File: config.mk
export PLATFORM = sky130hd
export DESIGN_NAME = uart_tx_byte_flat
export DESIGN_NICKNAME = d
export VERILOG_FILES = /design/src/rtl/uart_tx_byte_if.sv /design/src/rtl/uart_tx_byte.sv /design/src/flat_wrapper.sv
export SDC_FILE = /design/constraint.sdc
export NUM_CORES = 1
export LEC_CHECK = 0
export ABC_AREA = 1
export CAP_MARGIN = 20
export CORE_MARGIN = 3
export CORE_UTILIZATION = 32
export DETAILED_ROUTE_END_ITERATION = 16
export GPL_TIMING_DRIVEN = 0
export REMOVE_ABC_BUFFERS = 1
export SLEW_MARGIN = 40
export SYNTH_ARGS = -nofsm -noshare
export SYNTH_HDL_FRONTEND = slang
export SYNTH_SLANG_ARGS = --single-unit
File: constraint.sdc
create_clock -name sys_clk -period 3.8 [get_ports sys_clk]
set_input_delay 0.95 -clock sys_clk [delete_from_list [all_inputs] [get_ports sys_clk]]
set_output_delay 0.95 -clock sys_clk [all_outputs]
set_load 0.02 [all_outputs]
File: src/rtl/uart_tx_byte_if.sv
// +----------------------------------------------------------------------------+
// | Module      : uart_tx_byte_if                                              |
// | Description : Byte-request / completion handshake between a bus master    |
// |               and the uart_tx_byte serializer.                             |
// | Revision    : 1.0 - initial release                                        |
// +----------------------------------------------------------------------------+
`default_nettype none

interface uart_tx_byte_if;
  logic [7:0] bus_data;         // byte to transmit, valid with bus_data_flag
  logic       bus_data_flag;    // one-cycle transmit request
  logic       bus_send_finish;  // one-cycle pulse after the stop bit
  logic       busy;             // frame in progress

  modport master (
    output bus_data,
    output bus_data_flag,
    input  bus_send_finish,
    input  busy
  );

  modport slave (
    input  bus_data,
    input  bus_data_flag,
    output bus_send_finish,
    output busy
  );
endinterface

`default_nettype wire

File: src/rtl/uart_tx_byte.sv
// +----------------------------------------------------------------------------+
// | Module      : uart_tx_byte                                                 |
// | Description : Single-byte UART transmitter, LSB first, 1 start / 1 stop.  |
// |               Define UART_TX_PARITY_EN to insert an even parity bit       |
// |               between data bit 7 and the stop bit (11-bit frame).         |
// | Revision    : 1.0 - initial release                                        |
// +----------------------------------------------------------------------------+
`default_nettype none

module uart_tx_byte #(
  parameter int CLKS_PER_BIT = 434
) (
  input  wire  sys_clk,
  input  wire  sys_rst,
  uart_tx_byte_if.slave bus,
  output logic uart_tx
);

  // Counter reload value: a bit lasts from reload down to zero inclusive.
  localparam logic [15:0] C_RELOAD = 16'(CLKS_PER_BIT - 1);

  typedef enum logic [2:0] {
    S_IDLE   = 3'd0,
    S_START  = 3'd1,
    S_DATA   = 3'd2,
`ifdef UART_TX_PARITY_EN
    S_PARITY = 3'd3,
`endif
    S_STOP   = 3'd4
  } state_t;

  state_t      state_q, state_d;
  logic [15:0] cnt_q,   cnt_d;
  logic [2:0]  idx_q,   idx_d;
  logic [7:0]  shreg_q, shreg_d;
  logic        tx_q,    tx_d;
  logic        busy_q,  busy_d;
  logic        fin_q,   fin_d;
`ifdef UART_TX_PARITY_EN
  logic        par_q,   par_d;
`endif

  logic        bit_done;

  // The current bit period expires when the down-counter reaches zero.
  assign bit_done = (cnt_q == 16'd0);

  // State, timing and output registers; reset drives the line idle-high.
  always_ff @(posedge sys_clk or negedge sys_rst) begin
    if (!sys_rst) begin
      state_q <= S_IDLE;
      cnt_q   <= 16'd0;
      idx_q   <= 3'd0;
      shreg_q <= 8'd0;
      tx_q    <= 1'b1;
      busy_q  <= 1'b0;
      fin_q   <= 1'b0;
`ifdef UART_TX_PARITY_EN
      par_q   <= 1'b0;
`endif
    end else begin
      state_q <= state_d;
      cnt_q   <= cnt_d;
      idx_q   <= idx_d;
      shreg_q <= shreg_d;
      tx_q    <= tx_d;
      busy_q  <= busy_d;
      fin_q   <= fin_d;
`ifdef UART_TX_PARITY_EN
      par_q   <= par_d;
`endif
    end
  end

  // Next-state logic; the line value for each bit is registered on the
  // boundary edge that enters it, so uart_tx changes exactly on bit edges.
  always_comb begin
    state_d = state_q;
    cnt_d   = cnt_q;
    idx_d   = idx_q;
    shreg_d = shreg_q;
    tx_d    = tx_q;
    busy_d  = busy_q;
    fin_d   = 1'b0;
`ifdef UART_TX_PARITY_EN
    par_d   = par_q;
`endif

    case (state_q)
      S_IDLE: begin
        tx_d   = 1'b1;
        busy_d = 1'b0;
        if (bus.bus_data_flag) begin
          shreg_d = bus.bus_data;
`ifdef UART_TX_PARITY_EN
          par_d   = ^bus.bus_data;
`endif
          state_d = S_START;
          cnt_d   = C_RELOAD;
          idx_d   = 3'd0;
          tx_d    = 1'b0;
          busy_d  = 1'b1;
        end
      end

      S_START: begin
        if (bit_done) begin
          state_d = S_DATA;
          cnt_d   = C_RELOAD;
          tx_d    = shreg_q[0];
          shreg_d = {1'b0, shreg_q[7:1]};
        end else begin
          cnt_d = cnt_q - 16'd1;
        end
      end

      S_DATA: begin
        if (bit_done) begin
          cnt_d = C_RELOAD;
          if (idx_q == 3'd7) begin
            idx_d = 3'd0;
`ifdef UART_TX_PARITY_EN
            state_d = S_PARITY;
            tx_d    = par_q;
`else
            state_d = S_STOP;
            tx_d    = 1'b1;
`endif
          end else begin
            idx_d   = idx_q + 3'd1;
            tx_d    = shreg_q[0];
            shreg_d = {1'b0, shreg_q[7:1]};
          end
        end else begin
          cnt_d = cnt_q - 16'd1;
        end
      end

`ifdef UART_TX_PARITY_EN
      S_PARITY: begin
        if (bit_done) begin
          state_d = S_STOP;
          cnt_d   = C_RELOAD;
          tx_d    = 1'b1;
        end else begin
          cnt_d = cnt_q - 16'd1;
        end
      end
`endif

      S_STOP: begin
        if (bit_done) begin
          state_d = S_IDLE;
          cnt_d   = 16'd0;
          tx_d    = 1'b1;
          busy_d  = 1'b0;
          fin_d   = 1'b1;
        end else begin
          cnt_d = cnt_q - 16'd1;
        end
      end

      default: begin
        state_d = S_IDLE;
        cnt_d   = 16'd0;
        idx_d   = 3'd0;
        tx_d    = 1'b1;
        busy_d  = 1'b0;
      end
    endcase
  end

  assign uart_tx             = tx_q;
  assign bus.busy            = busy_q;
  assign bus.bus_send_finish = fin_q;

endmodule

`default_nettype wire

File: src/flat_wrapper.sv
// flat-port wrapper written by rule: the top's interface ports become plain ports
module uart_tx_byte_flat 
#(
  parameter int CLKS_PER_BIT = 434
)
  (sys_clk, sys_rst, uart_tx, bus_bus_data, bus_bus_data_flag, bus_bus_send_finish, bus_busy);
  uart_tx_byte_if bus_i ();
  input  wire sys_clk;
  input  wire sys_rst;
  output logic uart_tx;
  input wire logic [$bits(bus_i.bus_data)-1:0] bus_bus_data;
  input wire logic [$bits(bus_i.bus_data_flag)-1:0] bus_bus_data_flag;
  output wire logic [$bits(bus_i.bus_send_finish)-1:0] bus_bus_send_finish;
  output wire logic [$bits(bus_i.busy)-1:0] bus_busy;
  assign bus_i.bus_data = bus_bus_data;
  assign bus_i.bus_data_flag = bus_bus_data_flag;
  assign bus_bus_send_finish = bus_i.bus_send_finish;
  assign bus_busy = bus_i.busy;
  uart_tx_byte #(.CLKS_PER_BIT(CLKS_PER_BIT)) u_core (.sys_clk(sys_clk), .sys_rst(sys_rst), .bus(bus_i), .uart_tx(uart_tx));
endmodule
Word-level counts from Yosys, hierarchy flattened
Cells that the tools add are included.
{ "word_totals": {"reg_bits": 33, "in_bits": 11, "out_inout_bits": 3, "elab_cells": 61} }
{ "classes": {"n_reduce_logical": 10, "addsub": 2, "bitwise_logic": 2, "eq_ne": 10, "muxes": 30} }
{ "ops": {"columns": ["op", "count"], "rows": [
  ["$mux W16", 3],
  ["$pmux W16 S3", 1],
  ["$mux W8", 4],
  ["$mux W3", 8],
  ["$pmux W8 S3", 1],
  ["$logic_not A16 Y1", 1],
  ["$sub A16 B1 Y16 const B", 1],
  ["$pmux W3 S4", 1],
  ["$reduce_and A5 Y1", 2],
  ["$mux W1", 9],
  ["$pmux W3 S3", 1],
  ["$ne A2 B1 Y1 const B", 4],
  ["$eq A3 B3 Y1 const B", 2],
  ["$reduce_and A3 Y1", 2],
  ["$ne A2 B2 Y1 const B", 2],
  ["$pmux W1 S4", 1],
  ["$reduce_or A2 Y1", 2],
  ["$add A3 B1 Y3 const B", 1],
  ["$eq A3 B1 Y1 const B", 1],
  ["$eq A3 B2 Y1 const B", 1],
  ["$logic_not A3 Y1", 1],
  ["$pmux W1 S3", 1],
  ["$reduce_bool A3 Y1", 1],
  ["$not A1 Y1", 2],
  ["$reduce_and A2 Y1", 1]
]} }

Logic depth before layout (Yosys ltp)
{ "depth": {"word_depth": 4, "depth_mapped": 11} }

Worst setup path before layout
Ideal clock, no wire load.
{ "synth_timing": {"kind": "input-to-reg", "from": "input port bus_bus_data_flag", "to": "register u_core.cnt_q[2]", "cell_stages": 6, "setup_time_ns": 0.118, "path_buffers": 1, "setup_slack_ns": 2.153, "t_arrival_ns": 1.529, "cell_sequence": "nor2_8 -> inv_2 -> buf_6 -> nand2_1 -> xor2_1 -> nor2_1"} }
{ "synth_via": {"elab_chain_cells": 1} }
{ "synth_rtl": {"columns": ["element", "line_no", "rtl"], "rows": [
  ["start, declared", "flat_wrapper.sv:12", "input wire logic [$bits(bus_i.bus_data_flag)-1:0] bus_bus_data_flag;"],
  ["$ne A2 B2 Y1 (no line)", null, null],
  ["end signal, assigned", "uart_tx_byte.sv:63", "cnt_q <= cnt_d;"],
  ["end, declared", "uart_tx_byte.sv:33", "logic [15:0] cnt_q, cnt_d;"]
]} }
Every way passes these cells.
A chain may end at the register's enable or synchronous reset.

Worst setup path after layout
{ "layout_timing": {"from": "register u_core.tx_q, in the netlist u_core.uart_tx", "to": "output port uart_tx"} }
{ "layout_rtl": {"columns": ["element", "line_no", "rtl"], "rows": [
  ["start, declared", "uart_tx_byte.sv:36", "logic tx_q, tx_d;"],
  ["start signal, assigned", "uart_tx_byte.sv:66", "tx_q <= tx_d;"],
  ["end, declared", "flat_wrapper.sv:10", "output logic uart_tx;"]
]} }
No word-level cell between the ends.

==> out/metrics.csv <==
stage;metric;value;unit
status;run_status;finished clean;
grt;grt_max_degree;21;
power;power_density;796;nW/um2
power;vdd_drop_max;0.250;mV
synthesis;synthFlopType;dfrtp_1;
run;cap_violations;0;
final_layout;post-route-util;0.396;
final_layout;fin_nets;284;
final_layout;drive_above_1_share;0.122;
place;post-place-cells;335;
critical_path;worst-path-buf-inv;1;
timing;slew_headroom;0.758;
power;power_leakage;0.00115;uW
critical_path;required;2.85;ns
synthesis;synth_top_area_frac;0.416;
final_layout;diodes;0;
timing;worstMarginPinSlew;0.363;ns
critical_path;path_max_fanout;2;
final_layout;final_cell_mix;nand2_1, dfrtp_1, nor2_1;
synthesis;syn_area;1920;um2
synthesis;synthArstFlopShare;1.00;
final_layout;area_delta_synth_final;16.9;%
synthesis;yosys-top-cells-area;dfrtp_1, nand2_1, nor2_1;
synthesis;yosysUniqueCellTypes;29;
routing;post_drt_wl_per_cell;11.3;um
critical_path;cp-start-kind;flip-flop;
final_layout;fin_cells;343;
synthesis;syn_area_per_cell;7.66;um2
clock_network;numCtsBuffers;5;
clock_network;cts_tree;yes;
final_layout;final_common_cell;nand2_1;
floorplan;io_pins;14;
critical_path;ff2ff_setup_slack;1.99;ns
place;dp_slack;1.35;ns
critical_path;critPathMaxStageDelay;0.59;ns
clock_network;ctsResizeCount;0;
timing;fmax;422;MHz
synthesis;synth-edff-count;0;
clock_network;clkSinkCount;33;
timing;timing.final.crit_share;0.623;
clock_network;htree_levels;2;
clock_network;cts_setup_buffers;0;
routing;ant_nets;0;
grt;gr-total-overflow;0;
floorplan;fp.dieH;83.5;um
clock_network;clockBufferDepth;2;
timing;rsz0062_at_grt;no;
routing;via_per_inst;4.50;
grt;grt_pass1_wl;6.97;mm
clock_network;cts_hold_buffers;0;
place;io_buffers;13;
place;dpl.hpwl;2.80;mm
synthesis;yosysSeqAreaShare;0.430;
synthesis;yosysWarnings;0;
synthesis;syn_inst;251;
timing;fin_crit;2.37;ns
grt;grt_pass1_vias;1527;
critical_path;critPathCaptureType;primary output;
routing;dr.pass1.iters;4;
routing;remaining_drc_errors;0;
routing;drtIter0Drc;107;
synthesis;yosys.area.top_type;dfrtp_1;
timing;tns;0;ns
timing;setup_ws;1.43;ns
clock_network;clock_latency;0.30;ns
critical_path;crit_chain;clkdlybuf4s50_1;
routing;wl_met2;1.72;mm
grt;antenna_found_initial;0;
clock_network;clk_pin_slew;0.07;ns
critical_path;critical_path.top_delay_family;buffers and inverters;
floorplan;chipWidth;83.5;um
critical_path;cpMaxStageDelayCell;clkdlybuf4s50_1;
timing;hold_violations;0;
floorplan;rows;27;
floorplan;start_util;0.339;
routing;wl;3.86;mm
routing;vias;1545;
floorplan;core_area;5680;um2
timing;setup_viol;0;
timing;slew_viol_final;0;
grt;grtUsageTotal;0.125;
place;globalplace.congestion;0.767;
synthesis;ys_seq_elements;33;
timing;clock_skew;0.00583;ns
routing;wl_met1;1.97;mm
routing;top_layer;met4;
hold_path;hp-class;reg -> reg;
clock_network;cts_root_buffer;clkbuf_8;
floorplan;die_area;6980;um2
critical_path;criticalPathCategory;reg -> out;
routing;met3_length;126;um
critical_path;worstPathArrival;1.42;ns
## cell type report
| cell class | instances | area (um2) |
|---|---|---|
| inverters | 20 | 76.3 |
| repair buffers | 14 | 153 |
| flip-flops and latches | 33 | 827 |
| clock buffers | 7 | 96.3 |
| clock inverters | 1 | 5.00 |
| well taps | 72 | 90.1 |
| multi-input cells | 196 | 1000 |
| fillers | 612 | 3430 |
## final timing paths
path,from,endpoint,cells after the start
hold / removal,u_core.bus.busy,u_core.bus.busy,2
min in group asynchronous,sys_rst,u_core.cnt_q[2],1
hold reg to reg,u_core.bus.busy,u_core.bus.busy,2
max in group asynchronous,sys_rst,u_core.cnt_q[15],2
setup reg to reg,u_core.cnt_q[0],u_core.state_q[1],11
setup / recovery,u_core.uart_tx,uart_tx,1
## cells in the mapped netlist (all sizes together), types with 2 or more instances
cell,n
dfrtp,32
nand3,15
o21ai,21
nand4,2
xor2,8
nand2,103
buf,2
nor3,2
ha,3
inv,19
a21oi,2
or2,2
nor2,34
## power by group
part	switching, uW	total, uW	internal, uW
logic	606	926	320
clock network	137	300	164
registers	88.4	564	475
## metrics by stage
stage                     hold WS, ns  cell area, um2  total power [uW]
after global routing            0.519            2250              1980
after floorplan                 0.463            1900              1290
after global placement          0.469            2120              1500
after CTS                       0.486            2250              1820
after detailed placement        0.470            2150              1510
final                           0.477            2250              1790
## cells by family after synthesis
family	Yosys count	share of synthesized area
buffers and inverters	22	0.0494
flip-flops	33	0.430
adder cells (fa/ha/maj)	3	0.0195
AND/OR/NAND/NOR	159	0.386
XOR/XNOR	9	0.0410
AO/OA/AOI/OAI	25	0.0742
## sequential cells by signal (all words and copies together), names as in the netlist
name                        flops
u_core.uart_tx                  1
u_core.idx_q                    3
u_core.bus.bus_send_finish      1
u_core.shreg_q                  8
u_core.state_q                  3
u_core.bus.busy                 1
u_core.cnt_q                   16
## metal layers
layer	up-vias	global-route usage
met1	698	0.160
li1	831	-
met4	0	0.0439
met5	-	0
met2	12	0.196
met3	4	0.0424
## worst min-delay path, cell delays in order (launching register included)
cell	delay [ns]
dfrtp_1	0.34
nand2_1	0.06
nand2_1	0.05
Power figures use the tool's default switching activity.
